**src/rtl/pack_pkg.sv**
```systemverilog
// Shared defaults, lane-count helper and packed word type for the pack_stream lane packer.
package pack_pkg;
    localparam int DEF_IN_W    = 24;
    localparam int DEF_LANE_W  = 8;
    localparam int DEF_LANES   = 4;
    localparam int DEF_SHIFT_W = 5;

    typedef logic [DEF_LANES*DEF_LANE_W-1:0] pack_word_t;

    // Width needed to hold a lane count of 0..lanes inclusive.
    function automatic int lane_cnt_w(input int lanes);
        return $clog2(lanes + 1);
    endfunction
endpackage

```
**src/rtl/pack_sat.sv**
```systemverilog
// Combinational arithmetic right shift and signed saturation of one sample into one lane.
// Instantiated by pack_stream only when PACK_SAT_EN is defined.
module pack_sat
    import pack_pkg::*;
#(
    parameter int IN_W    = DEF_IN_W,
    parameter int LANE_W  = DEF_LANE_W,
    parameter int SHIFT_W = DEF_SHIFT_W
) (
    input  logic [IN_W-1:0]    in_data,
    input  logic [SHIFT_W-1:0] shift,
    output logic [LANE_W-1:0]  lane,
    output logic               clip
);
    localparam logic [LANE_W-1:0] LANE_MAX = {1'b0, {(LANE_W-1){1'b1}}};
    localparam logic [LANE_W-1:0] LANE_MIN = {1'b1, {(LANE_W-1){1'b0}}};
    // Lane limits sign-extended to the sample width for the range compare.
    localparam logic signed [IN_W-1:0] MAX_V = {{(IN_W-LANE_W){1'b0}}, LANE_MAX};
    localparam logic signed [IN_W-1:0] MIN_V = {{(IN_W-LANE_W){1'b1}}, LANE_MIN};

    logic signed [IN_W-1:0] shifted;
    logic                   hi;
    logic                   lo;

    assign shifted = $signed(in_data) >>> shift;
    assign hi      = shifted > MAX_V;
    assign lo      = shifted < MIN_V;
    assign clip    = hi | lo;

    always_comb begin
        if (hi) begin
            lane = LANE_MAX;
        end else if (lo) begin
            lane = LANE_MIN;
        end else begin
            lane = shifted[LANE_W-1:0];
        end
    end
endmodule

```
**src/rtl/pack_stream.sv**
```systemverilog
// Packs a valid/ready stream of samples into LANES-lane words with flush and a lane-count tag.
// Build option PACK_SAT_EN: shift+saturate input stage (one extra register) and sat_hit output.
module pack_stream
    import pack_pkg::*;
#(
    parameter int IN_W    = DEF_IN_W,
    parameter int LANE_W  = DEF_LANE_W,
    parameter int LANES   = DEF_LANES,
    parameter int SHIFT_W = DEF_SHIFT_W
) (
    input  logic                          clk,
    input  logic                          rst_n,
    input  logic                          clear,
    input  logic                          in_valid,
    output logic                          in_ready,
    input  logic [IN_W-1:0]               in_data,
    input  logic                          flush,
    input  logic [SHIFT_W-1:0]            cfg_shift,
    output logic                          out_valid,
    input  logic                          out_ready,
    output logic [LANES*LANE_W-1:0]       out_data,
    output logic [lane_cnt_w(LANES)-1:0]  out_lanes
`ifdef PACK_SAT_EN
    ,
    output logic                          sat_hit
`endif
);
    localparam int CNT_W  = lane_cnt_w(LANES);
    localparam int WORD_W = LANES * LANE_W;
    localparam logic [CNT_W-1:0] LAST = CNT_W'(LANES - 1);

    logic [WORD_W-1:0] acc;
    logic [WORD_W-1:0] acc_ins;
    logic [CNT_W-1:0]  cnt;
    logic [CNT_W-1:0]  cnt_ins;
    logic              flush_pend;

    logic              core_valid;
    logic [LANE_W-1:0] core_lane;
    logic              core_flush;
    logic              core_ready;
    logic              core_accept;
    logic              complete;
    logic              out_free;
    logic              flush_req;
    logic              load_part;
    logic              set_pend;
    logic              load;

`ifdef PACK_SAT_EN
    logic [LANE_W-1:0] sat_lane;
    logic              sat_clip;
    logic              s_valid;
    logic              s_flush;
    logic [LANE_W-1:0] s_lane;
    logic              in_accept;

    pack_sat #(
        .IN_W    (IN_W),
        .LANE_W  (LANE_W),
        .SHIFT_W (SHIFT_W)
    ) u_sat (
        .in_data (in_data),
        .shift   (cfg_shift),
        .lane    (sat_lane),
        .clip    (sat_clip)
    );

    assign in_ready  = !s_valid || core_ready;
    assign in_accept = in_valid && in_ready;

    // A flush rides with the staged beat so that beat is always packed before the flush acts.
    always_ff @(posedge clk or negedge rst_n) begin
        if (!rst_n) begin
            s_valid <= 1'b0;
            s_lane  <= '0;
            s_flush <= 1'b0;
            sat_hit <= 1'b0;
        end else if (clear) begin
            s_valid <= 1'b0;
            s_lane  <= '0;
            s_flush <= 1'b0;
            sat_hit <= 1'b0;
        end else begin
            sat_hit <= in_accept && sat_clip;
            if (in_ready) begin
                s_valid <= in_accept;
                s_lane  <= sat_lane;
                s_flush <= flush;
            end else begin
                s_flush <= s_flush || flush;
            end
        end
    end

    assign core_valid = s_valid;
    assign core_lane  = s_lane;
    assign core_flush = s_flush && (!s_valid || core_accept);
`else
    logic unused_bits;

    assign unused_bits = ^{cfg_shift, in_data[IN_W-1:LANE_W]};
    assign core_valid  = in_valid;
    assign core_lane   = in_data[LANE_W-1:0];
    assign core_flush  = flush;
    assign in_ready    = core_ready;
`endif

    assign out_free    = !out_valid || out_ready;
    assign core_ready  = !((cnt == LAST) && out_valid && !out_ready) && !flush_pend;
    assign core_accept = core_valid && core_ready;
    assign complete    = core_accept && (cnt == LAST);
    assign cnt_ins     = cnt + CNT_W'(core_accept);

    always_comb begin
        acc_ins = acc;
        if (core_accept) begin
            acc_ins[int'(cnt)*LANE_W +: LANE_W] = core_lane;
        end
    end

    // A completing beat already emits a full word, so a flush with it has nothing left to do.
    assign flush_req = core_flush && !flush_pend && !complete && (cnt_ins != '0);
    assign load_part = (flush_pend || flush_req) && out_free;
    assign set_pend  = flush_req && !out_free;
    assign load      = complete || load_part;

    always_ff @(posedge clk or negedge rst_n) begin
        if (!rst_n) begin
            acc        <= '0;
            cnt        <= '0;
            flush_pend <= 1'b0;
            out_valid  <= 1'b0;
            out_data   <= '0;
            out_lanes  <= '0;
        end else if (clear) begin
            acc        <= '0;
            cnt        <= '0;
            flush_pend <= 1'b0;
            out_valid  <= 1'b0;
        end else if (load) begin
            out_valid  <= 1'b1;
            out_data   <= acc_ins;
            out_lanes  <= cnt_ins;
            acc        <= '0;
            cnt        <= '0;
            flush_pend <= 1'b0;
        end else begin
            out_valid  <= out_valid && !out_ready;
            acc        <= acc_ins;
            cnt        <= cnt_ins;
            if (set_pend) begin
                flush_pend <= 1'b1;
            end
        end
    end
endmodule

```
**config.mk**
```make
export PLATFORM = sky130hd
export DESIGN_NAME = pack_stream
export DESIGN_NICKNAME = d
export VERILOG_FILES = /design/src/rtl/pack_pkg.sv /design/src/rtl/pack_sat.sv /design/src/rtl/pack_stream.sv
export SDC_FILE = /design/constraint.sdc
export NUM_CORES = 1
export LEC_CHECK = 0
export BUFFER_PORTS_ARGS = -buffer_cell sky130_fd_sc_hd__buf_4
export CORE_MARGIN = 10
export CORE_UTILIZATION = 43
export CTS_CLUSTER_SIZE = 12
export DETAILED_ROUTE_END_ITERATION = 10
export GPL_TIMING_DRIVEN = 0
export HOLD_SLACK_MARGIN = 0.02
export PLACE_DENSITY_LB_ADDON = 0.2
export SETUP_SLACK_MARGIN = 0.1
export SLEW_MARGIN = 20
export SYNTH_ARGS = -nofsm -noshare
export SYNTH_HDL_FRONTEND = slang
export SYNTH_SLANG_ARGS = --single-unit
```
**constraint.sdc**
```tcl
create_clock -name clk -period 2.43 [get_ports clk]
set_input_delay 0.1215 -clock clk [delete_from_list [all_inputs] [get_ports clk]]
set_output_delay 0.1215 -clock clk [all_outputs]
set_load 0.05 [all_outputs]
```
==> results <==
- The initial antenna violation count was 0.
- STA classifies the critical path startpoint as a register.
- After detailed routing, the average wire length per cell comes to 17.15 um.
- The cell at the root of the clock tree is sky130_fd_sc_hd__clkbuf_8.
- The maximum count of clock buffers along a single path is 2.
- The library cell used most frequently in the layout, excluding fill and tap cells, is sky130_fd_sc_hd__dfrtp_1.
- The worst setup slack after layout is -0.07757 ns.
- After the flow finishes, the layout carries non-filler instances totaling 453.
- The number of cells on the worst reg-to-reg path is 11.
- In the final layout, the multi-input gates occupy 1668 um^2.
- The worst setup path is captured at a register.
- Yosys mapped a number of flops with a built-in enable equal to 0.
- By area the synthesized netlist is led by sky130_fd_sc_hd__dfrtp_1, sky130_fd_sc_hd__mux2i_1, sky130_fd_sc_hd__inv_1.
- For this block, the routed nets add up to 7770 um of wire.
- The delay contributed by the slowest stage of the critical path is 0.37 ns.
- The worst path buffer plus inverter count is 2.
- After layout, the minimum clock period comes to 2.508 ns.
- The number of CTS-inserted buffers is 9.
- The number of antenna diodes is 0.
- On the final layout, the worst hold slack is 0.06585 ns.
- The core region is 7214 um^2.
- The post-layout net count is 389.
- Synthesis handed over a netlist of 267 instances.
- The synthesized netlist occupies a cell area of 3176 um^2.
- The effective utilization at floorplan is 44.02%.
- Relative to the synthesized area, the layout overhead comes to 50.28%.
- The total area of sequential cells is 1804 um^2.
- The clock drives 72 sinks.
- In this run the worst path has a maximum fanout of 7.
- Setup violations remaining at the end of the flow were counted as 35.
- The length of the first detailed-routing pass in iterations is 4.
- The share of the synthesized area in the top cell type is 56.74%.
- The number of cells after detailed placement is 416.
- The pin count of the biggest net entering global routing is 73.
- The type of the worst setup path is register to register.
- After global routing the overflow that remains totals 0.
- For this design the static power due to leakage is 2.035 nW.
- The count of distinct cell types in the synthesized netlist is 32.
- The total design power is 3.314 mW.
- The detailed router's first-iteration violation count is 52.
- The worst register-to-register path ends at out_data[5].
- The flow ran to the end, but the final reports show violations.
- The overall global routing resource usage is 13.84%.
- After detailed routing, the number of vias per cell comes to 4.872.
- The final reports fail on setup timing.
- Buffers placed on the I/O ports in this run total 50.
- The detailed-route via count is 2207.
- The switching component of the power is 1.062 mW.
- Of all cell types, the one taking the most synthesized area is sky130_fd_sc_hd__dfrtp_1.
- Synthesis produced a netlist with a net count of 307.
- The number of cells on the critical path is 11.
- The area of the die is 11220 um^2.
- Power spread over the standard cell area amounts to 694.5 nW/um^2.
- The fraction of registers with async set/reset is 100.0%.
- The combinational power share is 28.4%.
- In this design, the critical path's most frequently occurring cell is sky130_fd_sc_hd__ha_4.
- The relative slew slack is 39.80%.
- The most used flip-flop cell after synthesis is sky130_fd_sc_hd__dfrtp_1.
- The worst setup path startpoint is cnt[0].
- At the worst endpoint, the arrival time is 2.77 ns.
- The final hold violation count is 0.
- For this run, the number of Yosys warnings is 0.
- The routability congestion estimate from global placement is 0.7116.
- The worst hold path class is input port to register.
- The share of the Yosys chip area taken by registers is 56.74%.
- The area after detailed placement is 3717 um^2.
- Cell internal power was estimated by the tool at 2.253 mW.
- The largest individual stage delay along the critical path comes from the cell sky130_fd_sc_hd__dfrtp_1.
- Setup repair after global routing could not meet its margin everywhere.
- TritonCTS built the clock tree.
- The number of maximum-capacitance constraint violations is 0.
- Sequential cells account for 39.9% of the total power.
- The first-pass GRT wire length is 12310 um.
- The timing endpoint of the critical path is out_data[5].
- The number of inserted filler cells in the final layout is 561.
- Of the cells placed in the final design, the portion with a size suffix greater than 1 is 47.18%.
- From bottom edge to top edge, the die measures 105.9 um.
- The number of max-slew violations in the final report is 0.
- The post-route cell area is 4772 um^2.
- For this run, the top clock speed supported by timing is 398.8 MHz.
- The wire-length estimate of the detail-placed layout is 4661 um.
- At the pin with the least slew margin, the transition time is 0.9029 ns.
- Walking the worst path, the cells encountered are ha_2 -> and4bb_4 -> and2b_2 -> ha_4 -> ha_4 -> xor2_4 -> o311ai_4 -> a21oi_2 -> buf_6 -> clkbuf_16 -> mux2i_1.
- After routing, the total negative slack on setup checks comes to -1.408 ns.
- The cell class contributing the biggest share of worst-path delay is adder cells.
- The clock network accounts for 31.6% of the total power.
- The number of design rule violations left after detail routing is 0.
- In the layout the commonest cells are sky130_fd_sc_hd__dfrtp_1, sky130_fd_sc_hd__buf_4, sky130_fd_sc_hd__mux2i_1.
- Clock latency on the worst-skew pair, taken at its later pin, is 0.35 ns.
- In this run the remaining antenna-violating nets after routing total 0.
- In this run, synthesis produced a sequential element count of 72.
- Averaged over all synthesized cells, the footprint is 11.89 um^2.
- For the final database, setup skew stands at 0.01020 ns.
- The source of the worst register-to-register timing path is cnt[0].
- For the worst setup path, the data required time is 2.69 ns.
- The worst-case register-to-register setup slack is -0.08 ns.
- The share of total power consumed by net switching is 32.03%.
- The H-tree depth is 3.
- The placement row count is 31.
- VDD sags by at most 0.5142 mV.
- The die is 105.9 um wide.
- During I/O placement, the number of pins put on the boundary was 72.
- The number of global-route vias before repair is 2321.
- After clock tree synthesis, the clock-pin slew on the worst setup and hold paths is 0.08 ns.
- The worst path uses 103.2% of the clock period.
sequential cells by signal, indices dropped and copies added (netlist names):
| signal | count |
|---|---|
| acc | 32 |
| out_data | 32 |
| cnt | 3 |
| out_lanes | 3 |
| flush_pend | 1 |
| out_valid | 1 |
what timing repair did:
action                                  in CTS  in global routing
hold endpoints to repair                    74                  0
pin swaps                                   35                  8
cloned                                       5                  2
hold buffers                                 2                  0
setup buffers                               11                  1
gates resized for setup                     61                 70
endpoints found under the setup margin      70                 72
worst min-delay path by stage:
stage                     depth (start not counted)          to  slack (ns)  start
after CTS                                         3  flush_pend        0.08  flush
after floorplan                                   0      acc[0]       -0.17  rst_n
after global placement                            2   out_valid        0.30  clear
after detailed placement                          2   out_valid        0.30  clear
after global routing                              3  flush_pend        0.07  flush
final                                             3  flush_pend        0.07  flush
power groups by stage:
stage | registers [mW] | logic, mW | clock network (mW)
2_1_floorplan | 1.59 | 0.242 | 0
5_1_grt | 1.34 | 0.997 | 1.11
3_5_place_dp | 1.35 | 0.714 | 0
3_3_place_gp | 1.35 | 0.710 | 0
6_report | 1.32 | 0.942 | 1.05
4_1_cts | 1.32 | 0.854 | 1.05
Yosys cell counts (all sizes together), types with 2 or more instances:
cell	instances
nor2b	2
buf	7
dfrtp	72
inv	38
and2	16
nor2	36
mux2	3
clkbuf	4
and4bb	2
ha	5
mux2i	64
cell families after synthesis:
| kind of cell | share of synthesized area (%) |
|---|---|
| DFF | 56.74 |
| muxes | 21.24 |
| and+or+nand+nor | 11.62 |
| buffers and inverters | 6.580 |
| AOI/OAI and AO/OA | 1.576 |
| adders and majority gates | 1.970 |
| xor gates and xnor gates | 0.2759 |
cell type report:
| cell class | instances | area share, % |
|---|---|---|
| Tap cell | 99 | 2.596 |
| Timing Repair Buffer | 71 | 13.45 |
| Clock buffer | 13 | 3.120 |
| Clock inverter | 3 | 1.363 |
| Buffer | 11 | 3.723 |
| Sequential cell | 72 | 37.81 |
| Multi-Input combinational cell | 146 | 34.95 |
| Inverter | 38 | 2.989 |
stage by stage:
stage                     setup slack (ns)  utilization (%)
final                             -0.07757            66.15
after floorplan                  -0.004611                -
after detailed placement           -0.4520            51.53
after global placement             -0.4032            51.53
after CTS                         -0.09234            60.82
after global routing               -0.1826            66.15
routing by layer:
| metal | vias up | GRT usage [%] | wire, um |
|---|---|---|---|
| met5 | - | 0 | 0 |
| met2 | 55 | 20.23 | 3554 |
| li1 | 1035 | - | - |
| met4 | 0 | 5.996 | 186 |
| met1 | 1102 | 18.53 | 3546 |
| met3 | 15 | 4.287 | 483 |
worst register-to-register path, stage by stage, from the launching register on:
cell and delay (ns):
sky130_fd_sc_hd__dfrtp_1 0.37, sky130_fd_sc_hd__ha_2 0.19, sky130_fd_sc_hd__and4bb_4 0.23, sky130_fd_sc_hd__and2b_2 0.23
sky130_fd_sc_hd__ha_4 0.16, sky130_fd_sc_hd__ha_4 0.17, sky130_fd_sc_hd__xor2_4 0.18, sky130_fd_sc_hd__o311ai_4 0.11
sky130_fd_sc_hd__a21oi_2 0.19, sky130_fd_sc_hd__buf_6 0.22, sky130_fd_sc_hd__clkbuf_16 0.18, sky130_fd_sc_hd__mux2i_1 0.18
No activity file was read; power rests on OpenSTA's default activity.
